--- src/rtl/ram_arb_pkg.sv ---
// Shared constants and types for the two-channel RAM port arbiter.
// Channel IDs double as the round-robin pointer encoding.
package ram_arb_pkg;

   localparam int AW_DEF   = 7;
   localparam int DW_DEF   = 8;
   localparam int READ_LAT = 3;

   localparam logic CH0 = 1'b0;
   localparam logic CH1 = 1'b1;

   typedef struct packed {
      logic valid;
      logic id;
   } tag_t;

endpackage

--- src/rtl/rr_arb2.sv ---
// Two-way round-robin arbiter: combinational grant, registered priority pointer.
// The pointer names the channel that wins the next contested cycle.
module rr_arb2
   import ram_arb_pkg::*;
(
   input  logic       clk,
   input  logic       rst,
   input  logic [1:0] req,
   output logic [1:0] gnt
);

   logic ptr;

   // A lone requester always wins; under contention the pointer decides.
   // Grants are held off while reset is asserted.
   always_comb begin
      gnt = 2'b00;
      if (!rst) begin
         if (req[0] && (!req[1] || ptr == CH0)) begin
            gnt[0] = 1'b1;
         end else if (req[1]) begin
            gnt[1] = 1'b1;
         end
      end
   end

   // After a grant, hand priority to the other channel; hold when idle.
   always_ff @(posedge clk or posedge rst) begin
      if (rst) begin
         ptr <= CH0;
      end else if (gnt[0]) begin
         ptr <= CH1;
      end else if (gnt[1]) begin
         ptr <= CH0;
      end
   end

endmodule

--- src/rtl/ram_port_arbiter.sv ---
// Shares one synchronous RAM port between two requesters: round-robin accept,
// registered command stage, and a tagged read-return pipeline.
module ram_port_arbiter
   import ram_arb_pkg::*;
#(
   parameter int AW = AW_DEF,
   parameter int DW = DW_DEF
) (
   input  logic          clk,
   input  logic          rst,
   input  logic          req0,
   input  logic          req1,
   input  logic          we0,
   input  logic          we1,
   input  logic [AW-1:0] addr0,
   input  logic [AW-1:0] addr1,
   input  logic [DW-1:0] wdata0,
   input  logic [DW-1:0] wdata1,
   output logic          gnt0,
   output logic          gnt1,
   output logic [DW-1:0] rdata0,
   output logic [DW-1:0] rdata1,
   output logic          rvalid0,
   output logic          rvalid1,
   output logic          mem_en,
   output logic          mem_we,
   output logic [AW-1:0] mem_addr,
   output logic [DW-1:0] mem_wdata,
   input  logic [DW-1:0] mem_rdata
);

   logic [1:0]    gnt;
   logic          any_gnt;
   logic          sel_we;
   logic [AW-1:0] sel_addr;
   logic [DW-1:0] sel_wdata;
   tag_t          tag1;
   tag_t          tag2;

   rr_arb2 u_arb (
      .clk (clk),
      .rst (rst),
      .req ({req1, req0}),
      .gnt (gnt)
   );

   assign gnt0      = gnt[0];
   assign gnt1      = gnt[1];
   assign any_gnt   = |gnt;
   assign sel_we    = gnt[1] ? we1    : we0;
   assign sel_addr  = gnt[1] ? addr1  : addr0;
   assign sel_wdata = gnt[1] ? wdata1 : wdata0;

   // Command stage: the accepted request goes to the RAM next cycle. The
   // address/data fields hold when idle so the port does not toggle needlessly.
   always_ff @(posedge clk or posedge rst) begin
      if (rst) begin
         mem_en    <= 1'b0;
         mem_we    <= 1'b0;
         mem_addr  <= '0;
         mem_wdata <= '0;
      end else begin
         mem_en <= any_gnt;
         if (any_gnt) begin
            mem_we    <= sel_we;
            mem_addr  <= sel_addr;
            mem_wdata <= sel_wdata;
         end
      end
   end

   // Tag pipeline: tag1 travels with the command, tag2 lines up with the
   // cycle in which the RAM drives mem_rdata. Writes carry an invalid tag.
   always_ff @(posedge clk or posedge rst) begin
      if (rst) begin
         tag1 <= '0;
         tag2 <= '0;
      end else begin
         tag1 <= '{valid: any_gnt & ~sel_we, id: (gnt[1] ? CH1 : CH0)};
         tag2 <= tag1;
      end
   end

   // Response demux: only the addressed channel updates its read data.
   always_ff @(posedge clk or posedge rst) begin
      if (rst) begin
         rdata0  <= '0;
         rdata1  <= '0;
         rvalid0 <= 1'b0;
         rvalid1 <= 1'b0;
      end else begin
         rvalid0 <= tag2.valid && (tag2.id == CH0);
         rvalid1 <= tag2.valid && (tag2.id == CH1);
         if (tag2.valid && tag2.id == CH0) begin
            rdata0 <= mem_rdata;
         end
         if (tag2.valid && tag2.id == CH1) begin
            rdata1 <= mem_rdata;
         end
      end
   end

endmodule

--- config.mk ---
export PLATFORM = sky130hd
export DESIGN_NAME = ram_port_arbiter
export DESIGN_NICKNAME = d
export VERILOG_FILES = /design/src/rtl/ram_arb_pkg.sv /design/src/rtl/rr_arb2.sv /design/src/rtl/ram_port_arbiter.sv
export SDC_FILE = /design/constraint.sdc
export NUM_CORES = 1
export LEC_CHECK = 0
export ABC_CLOCK_PERIOD_IN_PS = 2650
export CAP_MARGIN = 20
export CORE_MARGIN = 2
export CORE_UTILIZATION = 25
export CTS_CLUSTER_DIAMETER = 150
export DETAILED_ROUTE_END_ITERATION = 10
export DONT_BUFFER_PORTS = 1
export MAX_ROUTING_LAYER = met4
export PLACE_DENSITY = 0.45
export SYNTH_ARGS = -nofsm -noshare
export SYNTH_HDL_FRONTEND = slang
export SYNTH_SLANG_ARGS = --single-unit
export TNS_END_PERCENT = 1
--- constraint.sdc ---
create_clock -name clk -period 2.65 [get_ports clk]
set_clock_uncertainty 0.15 [all_clocks]
set_input_delay 0.53 -clock clk [delete_from_list [all_inputs] [get_ports clk]]
set_output_delay 0.53 -clock clk [all_outputs]
set_load 0.1 [all_outputs]
==> metrics.txt, run 1 <==
grt ovf 0; total track usage 11.1%; layout cells sized above 1 31.5%; CP Launch Type register; Max-Cap Viols 0; Clock H-tree levels 2; RSZ-0062 raised after global routing false; CTS buffer count 5; TritonCTS clock tree done; Crit-path slowest cell dfrtp_1; Chip Height 87.1 microns; Worst Path Arrival 1.41 ns; Syn Std Cell Area 1730 sq um; CP peak stage delay 0.47 ns; first-pass GRT wire length 6340 microns; Initial DRT Pass Iterations 4; CTS root buf clkbuf_8; Seq pwr share 57.5%; Placer Congestion 0.740; Cells after DPL 237; Pleak 0.000834 uW; crit path kind reg -> out; initial antenna violation count 0; drt wl/cell 16.7 microns; PwrDens 1140 nW/um^2; largest net degree at the start of global routing 41; final setup fails 0; die area 7580 sq um; sequential-to-total area share from yosys stat 58.0%; CP Capture Type output port; Yosys cell types 24; CP cell instances nor2b_4 > nor2_2 > buf_4; via count 1236; syn nets 191; Routed WL 4090 microns; Synth Area per Inst 11.7 sq um; HP Class in -> async; count of final hold-check violations 0; Layout area overhead 15.1%; Seq cells post-synth 40; ANT nets after route 0; Syn Inst Count 147; Comb power frac 24.2%; Sw Share 53.2%; # rows 30; final slew viol count 0; Tot Pwr 2260 uW; Die Width 87.1 microns; Gates resized, CTS repair 0; CTS Sinks 40; maximum clock frequency 477 MHz; NetSw 1200 uW; initial drt markers 21; worst rel slew slack 39.0%; Longest Clk Path Bufs 2; vias in the first global route 1303; fin crit share 79.0%; Worst Path Max Fanout 17; Final HPWL DP 3080 microns; Via-to-Cell Ratio 5.04; clk_lat worst skew 0.28 ns; clock transition at the registers of the reported paths 0.08 ns; Initial Util 25.7%; Final min period 2.09 ns; drc violations 0; worst vdd ir 0.000350 V; Internal 1060 uW; setup tns final 0 ns; Port Buf Inserts 0; Antenna Cells 0; result of the run finished clean; clock power share 18.4%; CP required 1.97 ns; final std cells w/o fill 245; Layout Nets 208; post-cts hold buffer count 0; IO Pins 81; Core ar. 6720 sq um; # Post-CTS Setup Buffers 0; Slew @ Worst Pin 0.915 ns; Synth warnings 0
-- flip-flops by register name, indices dropped and copies added (netlist names) --
name / count
mem_wdata: 8
rdata0: 8
rdata1: 8
mem_addr: 7
tag1: 2
tag2: 2
mem_en: 1
mem_we: 1
rvalid0: 1
rvalid1: 1
u_arb.ptr: 1
-- layout make-up --
class	instances	area, sq um
multi-input combinational	93	607
sequential	40	1000
timing repair buffer	21	170
inverter	3	15.0
clock buffer	6	82.6
clock inverter	2	10.0
fill	682	4730
tap	80	100
-- cell families after synthesis --
logic type | synth area share (%)
and+or+nand+nor | 12.3
buffers and inverters | 7.61
muxes | 10.4
DFF | 58.0
AOI/OAI and AO/OA | 11.6
-- per-stage QoR --
stage	cell area [sq um]	worst slack, ns	hold slack, ns	util [%]
floorplan	1740	-0.128	0.181	-
global placement	1890	0.810	0.193	28.2
detailed placement	1890	0.782	0.189	28.2
CTS	1990	0.537	0.134	29.6
global route	1990	0.459	0.157	29.6
finish	1990	0.556	0.124	29.6
-- worst paths after layout --
check                                           start                      end  slack (ns)  depth (start not counted)
worst min-delay path                              rst  mem_addr[1]$_DFFE_PP0P_        0.12                          2
worst max register to register  u_arb.ptr$_DFFE_PP0P_        tag1[1]$_DFF_PP0_        0.93                          3
max in group asynchronous                         rst    rdata0[2]$_DFFE_PP0P_        1.87                          2
worst max-delay path            u_arb.ptr$_DFFE_PP0P_                     gnt1        0.56                          3
min in group clk                    tag1[1]$_DFF_PP0_        tag2[1]$_DFF_PP0_        0.21                          0
worst min register to register      tag1[1]$_DFF_PP0_        tag2[1]$_DFF_PP0_        0.21                          0
-- per-layer routing --
layer	up-vias	global-route usage (%)	part of all wire (%)
met5	-	-	0
met4	0	2.84	0
met3	0	3.22	10
met2	80	18.0	49
met1	604	13.7	41
li1	552	-	-
-- power groups by stage --
| stage | registers [uW] | logic [uW] | clock network (uW) |
|---|---|---|---|
| after floorplan | 1560 | 195 | 0 |
| after global placement | 1310 | 539 | 0 |
| after detailed placement | 1310 | 553 | 0 |
| after CTS | 1300 | 553 | 434 |
| after global routing | 1310 | 577 | 463 |
| final | 1300 | 547 | 415 |
-- cells in the mapped netlist --
cell type	number	area [sq um]
buf_8	1	15.0
o21ai_0	16	80.1
nand3_1	15	75.1
o21ba_2	1	10.0
a21oi_1	1	5.00
buf_6	1	11.3
clkbuf_8	3	41.3
nand2b_1	2	12.5
dfrtp_1	40	1000
mux2_2	16	180
nor2b_4	1	13.8
nor2b_1	1	6.26
nor2_1	17	63.8
a31oi_1	16	100
clkbuf_2	1	5.00
inv_1	3	11.3
buf_2	1	5.00
nand3_2	1	10.0
nand2b_4	1	13.8
o21ai_1	1	5.00
and3_1	1	6.26
buf_12	1	20.0
buf_4	3	22.5
nand2_1	3	11.3
-- worst max-delay path, delay by kind of cell (launching register included) --
kind / cells / cell delay [ns]
flops: 1 / 0.47
simple gates: 2 / 0.41
buf+inv: 1 / 0.24
-- cells in the final DEF (no fill, tap or decap) --
cell        count
o21ai_0        16
nor2_1         16
nand2b_1        2
a21oi_4         1
nand3_1        15
nand2b_4        1
nand3_2         1
nor2b_4         1
mux2_2         16
clkinvlp_4      1
o21ai_1         1
and3_1          1
nand2_1         3
o21ba_2         1
buf_4          20
nor2b_1         1
nor2_2          1
clkbuf_8        6
a31oi_1        16
clkinv_2        2
inv_1           2
buf_12          1
dfrtp_1        40
Power figures use the tool's default switching activity.
==> run 2, diff against run 1 <==
- ABC_CLOCK_PERIOD_IN_PS: 2650 -> 2100
- clock period: 2.65 -> 2.1 ns (I/O delays scaled with it)
==> metrics.txt, run 2 (synthesis gave the netlist of run 1 again) <==
result of the run finished clean; die area 7580 sq um (unchanged); final setup fails 0 (unchanged); post-cts hold buffer count 0 (unchanged); first-pass GRT wire length 6110 microns (-3.7%); initial drt markers 15 (-29%); Final min period 1.96 ns; clk_lat worst skew 0.29 ns (about the same); Core ar. 6720 sq um (unchanged); CP Capture Type output port; met2 Use GR 16.7% (-1.3 points); CTS buffer count 5 (unchanged); Final HPWL DP 3000 microns (-2.5%); total track usage 10.7% (-0.40 points); Clock H-tree levels 2 (unchanged); CP cell instances nor2b_4 > nor2_2 > buf_12; initial antenna violation count 0 (unchanged); Gates resized, CTS repair 0 (unchanged); vias in the first global route 1270 (-2.5%); via count 1203 (-2.7%); CP required 1.53 ns (-0.44 ns); Slew @ Worst Pin 0.901 ns (-0.0145 ns); final std cell area, no fill 2020 sq um (+1.8%); Initial Util 25.7% (unchanged); Worst Path Max Fanout 17 (unchanged); most frequent cells in the layout 40 x dfrtp_1, 22 x buf_4; maximum clock frequency 511 MHz; RSZ-0062 raised after global routing false; ANT nets after route 0 (unchanged); Antenna Cells 0 (unchanged); Reg area 1000 sq um (unchanged); # Post-CTS Setup Buffers 0 (unchanged); Worst R2R Setup Slack 0.60 ns (-0.33 ns); Via-to-Cell Ratio 4.85 (-3.8%); Max-Cap Viols 0 (unchanged); reg-to-reg endpoint mem_addr[3]$_DFFE_PP0P_; CP peak stage delay 0.47 ns (about the same); Layout area overhead 17.2%; drc violations 0 (unchanged); clock transition at the registers of the reported paths 0.08 ns (about the same); grt ovf 0 (unchanged); Reg2Reg Launch Point u_arb.ptr$_DFFE_PP0P_; leading cell type in the layout, fill and taps excluded dfrtp_1; worst rel slew slack 39.9% (+0.97 points); fin crit share 93.2%; grt met1 use 12.7% (-1.0 points); HP Class in -> async; CTS Sinks 40 (unchanged); # rows 30 (unchanged); count of final hold-check violations 0 (unchanged); Placer Congestion 0.772 (+4.3%); IO Pins 81 (unchanged); drt wl/cell 15.8 microns (-5.3%); Worst Path Arrival 1.39 ns (-0.02 ns); Most Crowded Layer GR met2; crit path kind reg -> out; Layout Nets 211 (+1.4%); PwrDens 1410 nW/um^2 (+24%); largest net degree at the start of global routing 41 (unchanged); Critical Path Start u_arb.ptr$_DFFE_PP0P_; Routed WL 3930 microns (-4.1%); Longest Clk Path Bufs 2 (unchanged); CP Launch Type register; final slew viol count 0 (unchanged); Port Buf Inserts 0 (unchanged); Pleak 0.000846 uW (+1.4%); WHS 0.00157 ns (-0.122 ns); Crit-path slowest cell dfrtp_1; area post-placement 1930 sq um (+1.9%); Regs by FF count mem_wdata (8), rdata0 (8), rdata1 (8); Tot Pwr 2850 uW (+26%); Chip Height 87.1 microns (unchanged); M3 GR Usage 4.64% (+1.4 points); Multi-input gate area 607 sq um (unchanged); worst vdd ir 0.000295 V (-16%); r2r worst-path depth 4 (+1); TritonCTS clock tree done; Die Width 87.1 microns (unchanged); Critical Path Sink gnt1; layout cells sized above 1 32.1% (+0.63 points); Initial DRT Pass Iterations 4 (unchanged); CTS root buf clkbuf_8; Filler cells 682 (unchanged)
-- run 2: where the power goes --
| part | internal (uW) | total (uW) | switching, uW |
|---|---|---|---|
| registers | 895 | 1620 | 723 |
| logic | 187 | 716 | 530 |
| clock network | 267 | 519 | 252 |
| total | 1350 | 2850 | 1500 |
-- run 2: cell type report --
cell class,count,share of cell area (%)
clock inverter,1,0.371
timing repair buffer,24,10.1
inverter,3,0.743
multi-input combinational,93,30.0
tap,80,4.95
clock buffer,7,4.27
sequential,40,49.5
-- run 2: routing by layer --
layer	vias up	part of all wire, %	wire (microns)
met4	0	1.0	40
li1	557	-	-
met1	572	43	1670
met2	69	46	1810
met5	-	0	0
met3	5	10	404
-- run 2: worst max-delay path: cells and delay by family, from the launching register on --
kind	cells	cell delay, ns
buffers and inverters	1	0.18
and+or+nand+nor	2	0.44
DFF	1	0.47
-- run 2: through the flow --
stage / setup TNS (ns) / setup slack, ns / instances / util [%]
final: 0 / 0.143 / 248 / 30.1
after global routing: 0 / 0.0472 / 248 / 30.1
after CTS: 0 / 0.114 / 248 / 30.1
after detailed placement: 0 / 0.448 / 240 / 28.7
after global placement: 0 / 0.513 / 240 / 28.7
after floorplan: -0.110 / -0.110 / 147 / -
-- run 2: worst min path at each step --
stage                                 start                  endpoint  slack, ns
final                                   rst     u_arb.ptr$_DFFE_PP0P_      0.002
after global placement    tag1[1]$_DFF_PP0_         tag2[1]$_DFF_PP0_       0.19
after global routing                    rst  mem_wdata[3]$_DFFE_PP0P_       0.04
after CTS                               rst     u_arb.ptr$_DFFE_PP0P_       0.01
after detailed placement  tag1[1]$_DFF_PP0_         tag2[1]$_DFF_PP0_       0.19
after floorplan           tag1[0]$_DFF_PP0_         tag2[0]$_DFF_PP0_       0.18
